`config.mk`:
```
export PLATFORM = sky130hd
export DESIGN_NAME = top_two_selector
export DESIGN_NICKNAME = d
export VERILOG_FILES = /design/src/rtl/top_two_pkg.sv /design/src/rtl/top_two_update.sv /design/src/rtl/top_two_selector.sv
export SDC_FILE = /design/constraint.sdc
export NUM_CORES = 1
export LEC_CHECK = 0
export CORE_MARGIN = 10
export CORE_UTILIZATION = 50
export CTS_CLUSTER_SIZE = 28
export DETAILED_ROUTE_END_ITERATION = 16
export GPL_TIMING_DRIVEN = 0
export PLACE_DENSITY_LB_ADDON = 0.05
export SETUP_SLACK_MARGIN = 0.5
export SLEW_MARGIN = 20
export SYNTH_ARGS = -nofsm -noshare
export SYNTH_HDL_FRONTEND = slang
export SYNTH_SLANG_ARGS = --single-unit
```
`constraint.sdc`:
```
create_clock -name clk -period 5.7 [get_ports clk]
set_input_delay 1.14 -clock clk [delete_from_list [all_inputs] [get_ports clk]]
set_output_delay 1.14 -clock clk [all_outputs]
set_load 0.03 [all_outputs]
```
`src/rtl/top_two_pkg.sv`:
```
// ---------------------------------------------------------------------------
// top_two_pkg
// Shared definitions for the sequential two-largest selector.
//   state_t    : FSM encoding used by top_two_selector (IDLE, COLLECT, DONE)
//   IDX_NONE   : index value meaning "no sample recorded"
//   idx_width  : width needed to hold 1-based indices 0..n
// ---------------------------------------------------------------------------
package top_two_pkg;

    typedef enum logic [1:0] {
        IDLE    = 2'd0,
        COLLECT = 2'd1,
        DONE    = 2'd2
    } state_t;

    localparam int IDX_NONE = 0;

    // Index 0 is reserved for "none", so n samples need room for 0..n.
    function automatic int idx_width(input int n);
        return $clog2(n + 1);
    endfunction

endpackage

```
`src/rtl/top_two_update.sv`:
```
// ---------------------------------------------------------------------------
// top_two_update
// Purely combinational next-value unit for a running top-two tracker.
// Given the accepted sample x with 1-based index k and the current
// tracker contents, produces the tracker contents after the update.
// Ports:
//   x, k                        : accepted sample and its arrival index
//   cur_l, cur_idx1             : current largest value and its index
//   cur_l2, cur_idx2            : current second-largest value and its index
//   cur_sec_valid               : cur_l2/cur_idx2 hold a real sample
//   next_*                      : updated versions of the above
// ---------------------------------------------------------------------------
module top_two_update
    import top_two_pkg::*;
#(
    parameter int W  = 4,
    parameter int IW = 3
) (
    input  logic [W-1:0]  x,
    input  logic [IW-1:0] k,
    input  logic [W-1:0]  cur_l,
    input  logic [W-1:0]  cur_l2,
    input  logic [IW-1:0] cur_idx1,
    input  logic [IW-1:0] cur_idx2,
    input  logic          cur_sec_valid,
    output logic [W-1:0]  next_l,
    output logic [W-1:0]  next_l2,
    output logic [IW-1:0] next_idx1,
    output logic [IW-1:0] next_idx2,
    output logic          next_sec_valid
);

    // Strict comparisons keep the earlier index on ties. A duplicate of the
    // maximum falls through to the second branch, so L2 may equal L. The
    // second slot is filled via sec_valid rather than by magnitude so that
    // zero-valued samples are still recorded.
    always_comb begin
        next_l         = cur_l;
        next_l2        = cur_l2;
        next_idx1      = cur_idx1;
        next_idx2      = cur_idx2;
        next_sec_valid = cur_sec_valid;
        if (k == IW'(1)) begin
            next_l    = x;
            next_idx1 = k;
        end else if (x > cur_l) begin
            next_l2        = cur_l;
            next_idx2      = cur_idx1;
            next_l         = x;
            next_idx1      = k;
            next_sec_valid = 1'b1;
        end else if (!cur_sec_valid || (x > cur_l2)) begin
            next_l2        = x;
            next_idx2      = k;
            next_sec_valid = 1'b1;
        end
    end

endmodule

```
`src/rtl/top_two_selector.sv`:
```
// ---------------------------------------------------------------------------
// top_two_selector
// Collects N unsigned W-bit samples over a valid/ready stream after a start
// strobe, tracks the two largest values with their 1-based arrival indices,
// and pulses load for one cycle once the results are final.
// Ports:
//   clk, rst        : rising-edge clock, asynchronous active-high reset
//   St              : start strobe, only honoured in IDLE
//   din_valid, din  : sample stream input
//   din_ready       : high while collecting samples
//   L, idx1         : largest value and its index
//   L2, idx2        : second-largest value and its index (0 if none)
//   sec_valid       : L2/idx2 hold a real sample
//   busy            : job in progress (COLLECT)
//   load            : one-cycle pulse in DONE, results are final
// ---------------------------------------------------------------------------
module top_two_selector
    import top_two_pkg::*;
#(
    parameter  int W  = 4,
    parameter  int N  = 5,
    localparam int IW = idx_width(N)
) (
    input  logic          clk,
    input  logic          rst,
    input  logic          St,
    input  logic          din_valid,
    input  logic [W-1:0]  din,
    output logic          din_ready,
    output logic [W-1:0]  L,
    output logic [W-1:0]  L2,
    output logic [IW-1:0] idx1,
    output logic [IW-1:0] idx2,
    output logic          sec_valid,
    output logic          busy,
    output logic          load
);

    state_t        state;
    state_t        next_state;
    logic [IW-1:0] cnt;
    logic [IW-1:0] k;
    logic          accept;
    logic          last;

    logic [W-1:0]  upd_l;
    logic [W-1:0]  upd_l2;
    logic [IW-1:0] upd_idx1;
    logic [IW-1:0] upd_idx2;
    logic          upd_sec_valid;

    assign accept = din_valid && din_ready;
    assign k      = cnt + IW'(1);
    assign last   = accept && (k == IW'(N));

    top_two_update #(
        .W  (W),
        .IW (IW)
    ) u_update (
        .x              (din),
        .k              (k),
        .cur_l          (L),
        .cur_l2         (L2),
        .cur_idx1       (idx1),
        .cur_idx2       (idx2),
        .cur_sec_valid  (sec_valid),
        .next_l         (upd_l),
        .next_l2        (upd_l2),
        .next_idx1      (upd_idx1),
        .next_idx2      (upd_idx2),
        .next_sec_valid (upd_sec_valid)
    );

    // State register.
    always_ff @(posedge clk or posedge rst) begin
        if (rst) begin
            state <= IDLE;
        end else begin
            state <= next_state;
        end
    end

    // Next-state and handshake/status decode. All strobes are decoded from
    // the state register only, so they carry no path from the inputs.
    always_comb begin
        next_state = state;
        din_ready  = 1'b0;
        busy       = 1'b0;
        load       = 1'b0;
        case (state)
            IDLE: begin
                if (St) begin
                    next_state = COLLECT;
                end
            end
            COLLECT: begin
                din_ready = 1'b1;
                busy      = 1'b1;
                if (last) begin
                    next_state = DONE;
                end
            end
            DONE: begin
                load       = 1'b1;
                next_state = IDLE;
            end
            default: begin
                next_state = IDLE;
            end
        endcase
    end

    // Result registers and sample counter. A start clears the previous
    // job's results; otherwise results hold until the next start.
    always_ff @(posedge clk or posedge rst) begin
        if (rst) begin
            cnt       <= '0;
            L         <= '0;
            L2        <= '0;
            idx1      <= IW'(IDX_NONE);
            idx2      <= IW'(IDX_NONE);
            sec_valid <= 1'b0;
        end else if ((state == IDLE) && St) begin
            cnt       <= '0;
            L         <= '0;
            L2        <= '0;
            idx1      <= IW'(IDX_NONE);
            idx2      <= IW'(IDX_NONE);
            sec_valid <= 1'b0;
        end else if (accept) begin
            cnt       <= k;
            L         <= upd_l;
            L2        <= upd_l2;
            idx1      <= upd_idx1;
            idx2      <= upd_idx2;
            sec_valid <= upd_sec_valid;
        end
    end

endmodule

```
==> impl_metrics.tcl, run 1 <==
set metrics [dict create \
    die_w_um 71.2 \
    worst-path-buf-inv 2 \
    required_ps 4560 \
    rrSetupSlack_ps 3700 \
    cts_resized 0 \
    grt_use_total 0.125 \
    r2r-end "L2[2]$_DFFE_PP0P_" \
    power_density_nw_per_um2 621 \
    antenna_cells 0 \
    outcome "completed" \
    setup-violations-final 0 \
    vias 1018 \
    nets 174 \
    viasPerCell 5.50 \
    rsz0062_at_grt "false" \
    numCtsBuffers 3 \
    whs_path_depth 1 \
    seqPwrFrac 0.249 \
    drtIter0Drc 74 \
    core_um2 2500 \
    grt_start_max_net_pins 21 \
    grt_pass1_wl_mm 5.27 \
    crit_cells 3 \
    initial_core_util 0.524 \
    ant_nets 0 \
    num_rows 18 \
    cts_max_level 1 \
    start_kind "register" \
    dp_hpwl_mm 2.33 \
    die_h_um 71.2 \
    hold_path_class "reg2reg" \
    postCtsSetupBuffers 0 \
    clock_sinks 20 \
    whs_ps 533 \
    report.final.slew_viol_count 0 \
    hold_viol_final 0 \
    r2r.worst_path.cells 6 \
    cp_top_family "buffers and inverters" \
    criticalPathCategory "reg2out" \
    die-area_um2 5070 \
    path_clk_slew_ps 120 \
    power.switching_mw 0.468 \
    synth_area_per_cell_um2 10.4 \
    synth_area_um2 1310 \
    fin_crit_ps 2920 \
    syn_to_final_growth_pct 26.0 \
    final_cell_mix "25 x clkdlybuf4s50_1, 20 x dfrtp_1, 14 x nand2_1, 14 x inv_1, 10 x ha_1" \
    final_common_cell "clkdlybuf4s50_1" \
    portBuffers 25 \
    cp_max_fo 7 \
    first_global_vias 1068 \
    switching_share 0.456 \
    netlist_top_cells_area "dfrtp_1 38%, ha_1 9.6%, a221o_1 4.6%" \
    drc 0 \
    synth_cell_types 40 \
    antenna_found_initial 0 \
    vdd_drop_max_v 0.000357 \
    leakage_nw 0.790 \
    slew_headroom 0.466 \
    crit_slowest_cell "clkdlybuf4s50_1" \
    place.gp.congestion 0.800 \
    clock_skew_ps 12.8 \
    gr-total-overflow 0 \
    p_clk_frac 0.115 \
    first_pass_iters 4 \
    crit_chain "and2b_4, buf_4, clkdlybuf4s50_1" \
    io_pins 26 \
    cts-hold-fix-buffers 0 \
    post-route-cell-area_um2 1650 \
    wirelength_mm 3.02 \
    timing.rr.start "L[3]$_DFFE_PP0P_" \
    cts-root-buf "clkbuf_4" \
    max-clock-path-buffers 2 \
    tightest_slew_ps 800 \
    synth_top_cell_by_area "dfrtp_1" \
    post_drt_wl_per_cell_um 16.3 \
    clk_latency_ps 310 \
    power.internal_mw 0.558 \
    fmax_ghz 0.342 \
    drive_gt1_frac 0.135 \
    arrival_ps 1780 \
    ys_seq_elements 20 \
    crit_path_end_kind "output pin" \
    synthCells 126 \
    cts_tree "built" \
    placement.cell_area_um2 1600 \
    fin_crit_sh 0.512 \
    finalSetupTns_ps 0 \
    slowest_delay_ps 660 \
    startpoint "state[1]$_DFFE_PP0P_" \
    cap_viol_max_count 0 \
    crit_path_end "din_ready" \
    yosys.area.top_type_share 0.382 \
    power_frac_comb 0.636 \
    synth_seq_area_share 0.382 \
    yosysWarnings 0 \
    synth_nets 144 \
]
-- per-stage QoR --
stage / std cells / total power [mW] / utilization / worst slack [ps]
floorplan: 126 / 0.711 / - / 3170
global placement: 181 / 0.899 / 0.639 / 2590
detailed placement: 181 / 0.915 / 0.639 / 2550
CTS: 185 / 1.04 / 0.660 / 2760
global route: 185 / 1.11 / 0.660 / 2710
finish: 185 / 1.03 / 0.660 / 2780
-- Yosys cell counts, drive strengths merged --
library cell	n
a21oi	2
nor2	7
o21a	1
xnor2	1
or3b	1
and2b	1
a221o	6
and4	1
a211oi	1
a21o	2
nand4	1
nor4	6
dfrtp	20
mux2i	6
ha	10
inv	14
nor2b	2
o211ai	2
nand4b	1
nand2	15
a21boi	1
nand2b	3
and4b	1
and2	4
o21ba	1
buf	4
clkinv	1
o32ai	1
o21ai	8
nor3	1
and3b	1
-- power groups by stage --
stage	Sequential, mW	Clock (mW)	Combinational (mW)
4_1_cts	0.256	0.122	0.660
5_1_grt	0.265	0.126	0.716
3_3_place_gp	0.254	0	0.645
3_5_place_dp	0.258	0	0.657
2_1_floorplan	0.336	0	0.376
6_report	0.255	0.118	0.652
-- kinds of logic (layout without fill, tap and decap cells) --
logic type               Yosys count  after routing  share of synthesized area
AO/OA/AOI/OAI                     25             25                      0.174
buffers and inverters             19             48                     0.0841
XOR/XNOR                           1              1                     0.0124
AND/OR/NAND/NOR                   45             45                      0.206
adder cells (fa/ha/maj)           10             10                     0.0955
multiplexers                       6              6                     0.0458
flip-flops                        20             20                      0.382
-- sequential cells by signal, indices dropped and copies added, names as in the netlist --
| signal | cells |
|---|---|
| L | 4 |
| L2 | 4 |
| cnt | 3 |
| idx1 | 3 |
| idx2 | 3 |
| sec_valid | 1 |
| state | 2 |
-- layer usage --
layer,track usage,share of wire,up-vias
met5,0,0,-
met4,0.0452,0.015,0
met3,0.0307,0.049,5
met2,0.201,0.47,18
met1,0.157,0.46,486
li1,-,-,509
-- worst register-to-register path: cells and delay by family (launching register included) --
family	cells	cell delay, ps
adder cells (fa/ha/maj)	1	330
AO/OA/AOI/OAI	4	1140
flip-flops	1	420
buffers and inverters	1	60
-- worst min-delay path by stage --
stage	endpoint	from	slack, ps
floorplan	cnt[1]$_DFFE_PP0P_	cnt[1]$_DFFE_PP0P_	480
detailed placement	idx2[1]$_DFFE_PP0P_	idx2[1]$_DFFE_PP0P_	500
finish	idx2[1]$_DFFE_PP0P_	idx2[1]$_DFFE_PP0P_	530
global route	cnt[1]$_DFFE_PP0P_	cnt[1]$_DFFE_PP0P_	570
CTS	idx2[1]$_DFFE_PP0P_	idx2[1]$_DFFE_PP0P_	540
global placement	cnt[1]$_DFFE_PP0P_	cnt[1]$_DFFE_PP0P_	500
-- layout make-up --
class	instances	area [um2]
Tap cell	30	37.5
Sequential cell	20	500
Inverter	15	68.8
Multi-Input combinational cell	87	699
Buffer	4	41.3
Fill cell	234	850
Clock buffer	3	22.5
Timing Repair Buffer	25	250
Clock inverter	1	30.0
(Power assumes the default switching activity.)
==> inputs of run 2 (changes only) <==
==> constraint.sdc (replaced) <==
create_clock -name clk -period 2.74 [get_ports clk]
set_input_delay 0.548 -clock clk [delete_from_list [all_inputs] [get_ports clk]]
set_output_delay 0.548 -clock clk [all_outputs]
set_load 0.03 [all_outputs]
==> run 2 against run 1 <==
Net effect: count of clock-buffer cells in the layout unchanged; non-clock buffer count up 1; register-to-register slack worse by 2900 ps; global-route usage up 0.056 points; critical path depth up 3; clock power up 110%; die area unchanged; sequential power up 110%; critical endpoint is now L2[2]$_DFFE_PP0P_; largest cell class unchanged; largest power group unchanged; highest routed layer unchanged.
==> impl_metrics.tcl, run 2 (synthesis gave the netlist of run 1 again) <==
set metrics [dict create \
    cts_tree "built" \
    power_frac_comb 0.642 \
    grt_util_met1 0.156 \
    criticalPathCategory "in2reg" \
    final_cell_mix "21 x clkdlybuf4s50_1, 20 x dfrtp_1, 14 x nand2_1, 14 x inv_1, 9 x ha_1" \
    place.gp.congestion 0.800 \
    post_drt_wl_per_cell_um 16.8 \
    busiest_layer "met2" \
    clock_skew_ps 14.2 \
    report.final.slew_viol_count 0 \
    grt_use_total 0.125 \
    grt_start_max_net_pins 21 \
    portBuffers 25 \
    drc 0 \
    viasPerCell 5.52 \
    cap_viol_max_count 0 \
    drive_gt1_frac 0.186 \
    hold_viol_final 0 \
    wirelength_mm 3.13 \
    tightest_slew_ps 796 \
    power.switching_mw 1.00 \
    p_clk_frac 0.114 \
    core_um2 2500 \
    leakage_nw 0.814 \
    max-clock-path-buffers 2 \
    syn_to_final_growth_pct 29.3 \
    hold_path_class "reg2reg" \
    rsz0062_at_grt "false" \
    power_density_nw_per_um2 1290 \
    slew_headroom 0.469 \
    finalSetupTns_ps 0 \
    vias 1026 \
    clock_sinks 20 \
    numCtsBuffers 3 \
    drtIter0Drc 46 \
    reg.largest.list "L2 (4), L (4)" \
    cts-root-buf "clkbuf_4" \
    switching_share 0.460 \
    die_h_um 71.2 \
    grt_use_met3 0.0307 \
    timing.rr.start "L[1]$_DFFE_PP0P_" \
    gr-total-overflow 0 \
    rrSetupSlack_ps 760 \
    first_pass_iters 2 \
    power_mw 2.18 \
    cts-hold-fix-buffers 0 \
    start_kind "primary input" \
    whs_path_depth 1 \
    r2r.worst_path.cells 8 \
    use_met2 0.204 \
    vdd_drop_max_v 0.000749 \
    die_w_um 71.2 \
    dp_hpwl_mm 2.33 \
    crit_path_end_kind "register" \
    fin_crit_ps 2180 \
    power.internal_mw 1.18 \
    required_ps 2990 \
    place_inst 181 \
    cp_max_fo 6 \
    ant_nets 0 \
    setup-violations-final 0 \
    min_to "idx2[1]$_DFFE_PP0P_" \
    cts_max_level 1 \
    final_common_cell "clkdlybuf4s50_1" \
    antenna_found_initial 0 \
    clk_latency_ps 320 \
    seqPwrFrac 0.244 \
    io_pins 26 \
    outcome "completed" \
    path_clk_slew_ps 110 \
    arrival_ps 2430 \
    num_rows 18 \
    grt_pass1_wl_mm 5.30 \
    fmax_ghz 0.458 \
    initial_core_util 0.524 \
    final_cells 186 \
    min-delay-start "idx2[1]$_DFFE_PP0P_" \
    antenna_cells 0 \
    nets 175 \
    die-area_um2 5070 \
    first_global_vias 1081 \
    r2r-end "L2[2]$_DFFE_PP0P_" \
    fin_crit_sh 0.797 \
]
-- run 2: cell types whose count changed in the layout (fill, tap and decap cells not counted), moves of 2 or more --
cell,delta
o21ai_2,+2
dlygate4sd2_1,+2
a21oi_1,-2
dlymetal6s2s_1,+2
a21oi_2,+2
o21ai_1,-2
clkdlybuf4s50_1,-4
-- run 2: layout make-up --
| cell class | instances | area [um2] |
|---|---|---|
| plain buffers | 4 | 41.3 |
| clock buffers | 3 | 22.5 |
| clock inverters | 1 | 30.0 |
| fillers | 226 | 806 |
| inverters | 15 | 68.8 |
| multi-input cells | 87 | 733 |
| flip-flops and latches | 20 | 500 |
| well taps | 30 | 37.5 |
| repair buffers | 26 | 260 |
-- run 2: worst max path at each step --
stage,from,endpoint,slack (ps),cells after the start
CTS,din[3],L2[2]$_DFFE_PP0P_,510,7
floorplan,L[1]$_DFFE_PP0P_,L2[0]$_DFFE_PP0P_,720,8
global placement,din[3],idx2[1]$_DFFE_PP0P_,220,7
detailed placement,din[3],idx2[0]$_DFFE_PP0P_,180,6
finish,din[3],L2[2]$_DFFE_PP0P_,560,6
global route,din[3],L2[2]$_DFFE_PP0P_,500,7
-- run 2: timing repair --
item | 4_1_cts | 5_1_grt
setup endpoints to repair | 3 | 12
resized for setup | 3 | 8
pin swaps | 0 | 4
setup buffers | 0 | 1
-- run 2: power groups by stage --
stage / registers, mW / clock network [mW] / logic, mW
finish: 0.532 / 0.247 / 1.40
global route: 0.550 / 0.262 / 1.53
CTS: 0.532 / 0.253 / 1.37
detailed placement: 0.537 / 0 / 1.37
global placement: 0.529 / 0 / 1.34
floorplan: 0.698 / 0 / 0.781
-- run 2: routing by layer --
metal / routed length, um / up-vias
met5: 0 / -
met4: 47 / 0
met3: 153 / 5
met2: 1490 / 18
met1: 1430 / 492
li1: - / 511
-- run 2: critical path: stages --
cell and delay (ps):
clkdlybuf4s50_1 470, ha_1 350, and4_1 210, o21ba_2 180
o32ai_4 420, a221o_1 240
-- run 2: stage by stage --
| step | setup WS [ps] | utilization | area [um2] | hold slack, ps |
|---|---|---|---|---|
| final | 557 | 0.678 | 1690 | 526 |
| after global routing | 495 | 0.678 | 1690 | 573 |
| after CTS | 511 | 0.661 | 1650 | 535 |
| after detailed placement | 182 | 0.639 | 1600 | 503 |
| after global placement | 218 | 0.639 | 1600 | 499 |
| after floorplan | 724 | - | 1310 | 475 |
==> inputs of run 3 (changes only) <==
--- a/config.mk
+++ b/config.mk
@@ -6,7 +6,7 @@
 export NUM_CORES = 1
 export LEC_CHECK = 0
 export CORE_MARGIN = 10
-export CORE_UTILIZATION = 50
+export CORE_UTILIZATION = 46
 export CTS_CLUSTER_SIZE = 28
 export DETAILED_ROUTE_END_ITERATION = 16
 export GPL_TIMING_DRIVEN = 0
==> constraint.sdc (replaced) <==
create_clock -name clk -period 2 [get_ports clk]
set_input_delay 0.4 -clock clk [delete_from_list [all_inputs] [get_ports clk]]
set_output_delay 0.4 -clock clk [all_outputs]
set_load 0.03 [all_outputs]
==> run 3 against run 2 <==
Net effect: clock power shrank 17%; utilization decreased by 0.90 points; clock skew fell by 12 ps; critical path type is now reg2reg.
==> impl_metrics.tcl, run 3 (synthesis gave the netlist of run 1 again) <==
set metrics [dict create \
    multiInputGateArea_um2 793 \
    cts_max_level 1 \
    drtIter0Drc 70 \
    slowest_delay_ps 400 \
    clk_latency_ps 300 \
    reg.largest.list "L2 (4), L (4)" \
    post_drt_wl_per_cell_um 17.0 \
    busiest_layer "met2" \
    ant_nets 0 \
    first_global_vias 1132 \
    final_cell_mix "14 x nand2_1, 14 x buf_4, 13 x dfrtp_1" \
    antenna_found_initial 0 \
    pre_cts_ws_ps -386 \
    crit_chain "inv_2, ha_4, nor2b_4, o211ai_4, a21boi_4, o32ai_4, a221o_1" \
    grt_pass1_wl_mm 5.53 \
    cts-hold-fix-buffers 0 \
    hold_path_class "in2async" \
    tightest_slew_ps 791 \
    clock_sinks 20 \
    io_pins 26 \
    crit_path_end_kind "register" \
    core_um2 2730 \
    grt_start_max_net_pins 21 \
    viasPerCell 5.50 \
    required_ps 2190 \
    place_inst 182 \
    dp_hpwl_mm 2.44 \
    grt_use_met3 0.0350 \
    fin_crit_sh 0.924 \
    path_clk_slew_ps 110 \
    initial_core_util 0.479 \
    die_w_um 73.4 \
    drive_gt1_frac 0.444 \
    fin_crit_ps 1850 \
    num_rows 19 \
    whs_ps 529 \
    final_cells 202 \
    die-area_um2 5380 \
    cp_max_fo 6 \
    grt_use_total 0.129 \
    cts_tree "built" \
    hold_viol_final 0 \
    numCtsBuffers 3 \
    gr-total-overflow 0 \
    max-clock-path-buffers 2 \
    antenna_cells 0 \
    vdd_drop_max_v 0.00116 \
    syn_to_final_growth_pct 39.5 \
    post-route-cell-area_um2 1830 \
    slew_headroom 0.472 \
    rsz0062_at_grt "true" \
    placement.cell_area_um2 1630 \
    nets 190 \
    cts-root-buf "clkbuf_4" \
    criticalPathCategory "reg2reg" \
    setup-violations-final 0 \
    setup_ws_ps 151 \
    die_h_um 73.4 \
    leakage_nw 0.877 \
    power_density_nw_per_um2 1750 \
    first_pass_iters 4 \
    clock_skew_ps 1.92 \
    use_met2 0.200 \
    place.gp.congestion 0.801 \
    drc 0 \
    start_kind "register" \
    vias 1112 \
    wirelength_mm 3.43 \
    arrival_ps 2040 \
    fmax_ghz 0.541 \
    report.final.slew_viol_count 0 \
    grt_util_met1 0.160 \
    portBuffers 25 \
    crit_slowest_cell "dfrtp_2" \
    outcome "completed" \
    final.fill_count 218 \
    regArea_um2 509 \
    cap_viol_max_count 0 \
]
-- run 3: cell types whose count changed in the layout (fill, tap and decap cells not counted), sizes merged --
cell | previous run | this run
bufinv | 1 | 0
buf | 5 | 23
clkbuf | 3 | 12
clkdlybuf4s50 | 21 | 3
dlymetal6s2s | 2 | 0
clkdlybuf4s15 | 0 | 7
dlygate4sd2 | 2 | 4
-- run 3: final timing paths --
kind	to	start	depth (start not counted)	slack [ps]
setup reg to reg	idx2[0]$_DFFE_PP0P_	L[1]$_DFFE_PP0P_	7	150
hold / removal	idx2[0]$_DFFE_PP0P_	rst	2	530
min in group clk	cnt[1]$_DFFE_PP0P_	cnt[1]$_DFFE_PP0P_	2	530
hold reg to reg	cnt[1]$_DFFE_PP0P_	cnt[1]$_DFFE_PP0P_	2	530
max in group asynchronous	L[3]$_DFFE_PP0P_	rst	2	930
setup / recovery	idx2[0]$_DFFE_PP0P_	L[1]$_DFFE_PP0P_	7	150
-- run 3: worst max-delay path: cells and delay by family, from the launching register on --
kind / cells / cell delay (ps)
AOI/OAI and AO/OA: 4 / 890
adders and majority gates: 1 / 260
buffers and inverters: 1 / 50
DFF: 1 / 400
and+or+nand+nor: 1 / 150
-- run 3: final cells by class --
cell class / count / share of cell area
multi-input combinational: 87 / 0.434
timing repair buffer: 41 / 0.190
tap: 31 / 0.0212
buffer: 4 / 0.0246
clock buffer: 4 / 0.0144
sequential: 20 / 0.279
inverter: 15 / 0.0376
-- run 3: timing repair --
| item | CTS | global route |
|---|---|---|
| endpoints found under the setup margin | 32 | 28 |
| gates cloned | 0 | 1 |
| buffers inserted | 8 | 7 |
| pin swaps | 10 | 3 |
| gates resized for setup | 62 | 25 |
-- run 3: through the flow --
stage / power (mW) / utilization / setup TNS (ps)
floorplan: 2.08 / - / 0
global placement: 2.63 / 0.596 / -3990
detailed placement: 2.68 / 0.596 / -4190
CTS: 3.02 / 0.648 / 0
global route: 3.43 / 0.669 / 0
finish: 3.20 / 0.669 / 0
-- run 3: metal layers --
layer / vias up / wire length [um] / share of wire
met1: 543 / 1560 / 0.45
met2: 24 / 1580 / 0.46
li1: 535 / - / -
met5: - / 0 / 0
met3: 10 / 185 / 0.054
met4: 0 / 101 / 0.029
-- run 3: where the power goes --
part | switching, mW | total, mW | leakage [nW] | internal [mW]
registers | 0.127 | 0.714 | 0.243 | 0.587
logic | 1.23 | 2.28 | 0.619 | 1.05
clock network | 0.127 | 0.205 | 0.0150 | 0.0777
total | 1.49 | 3.20 | 0.877 | 1.71
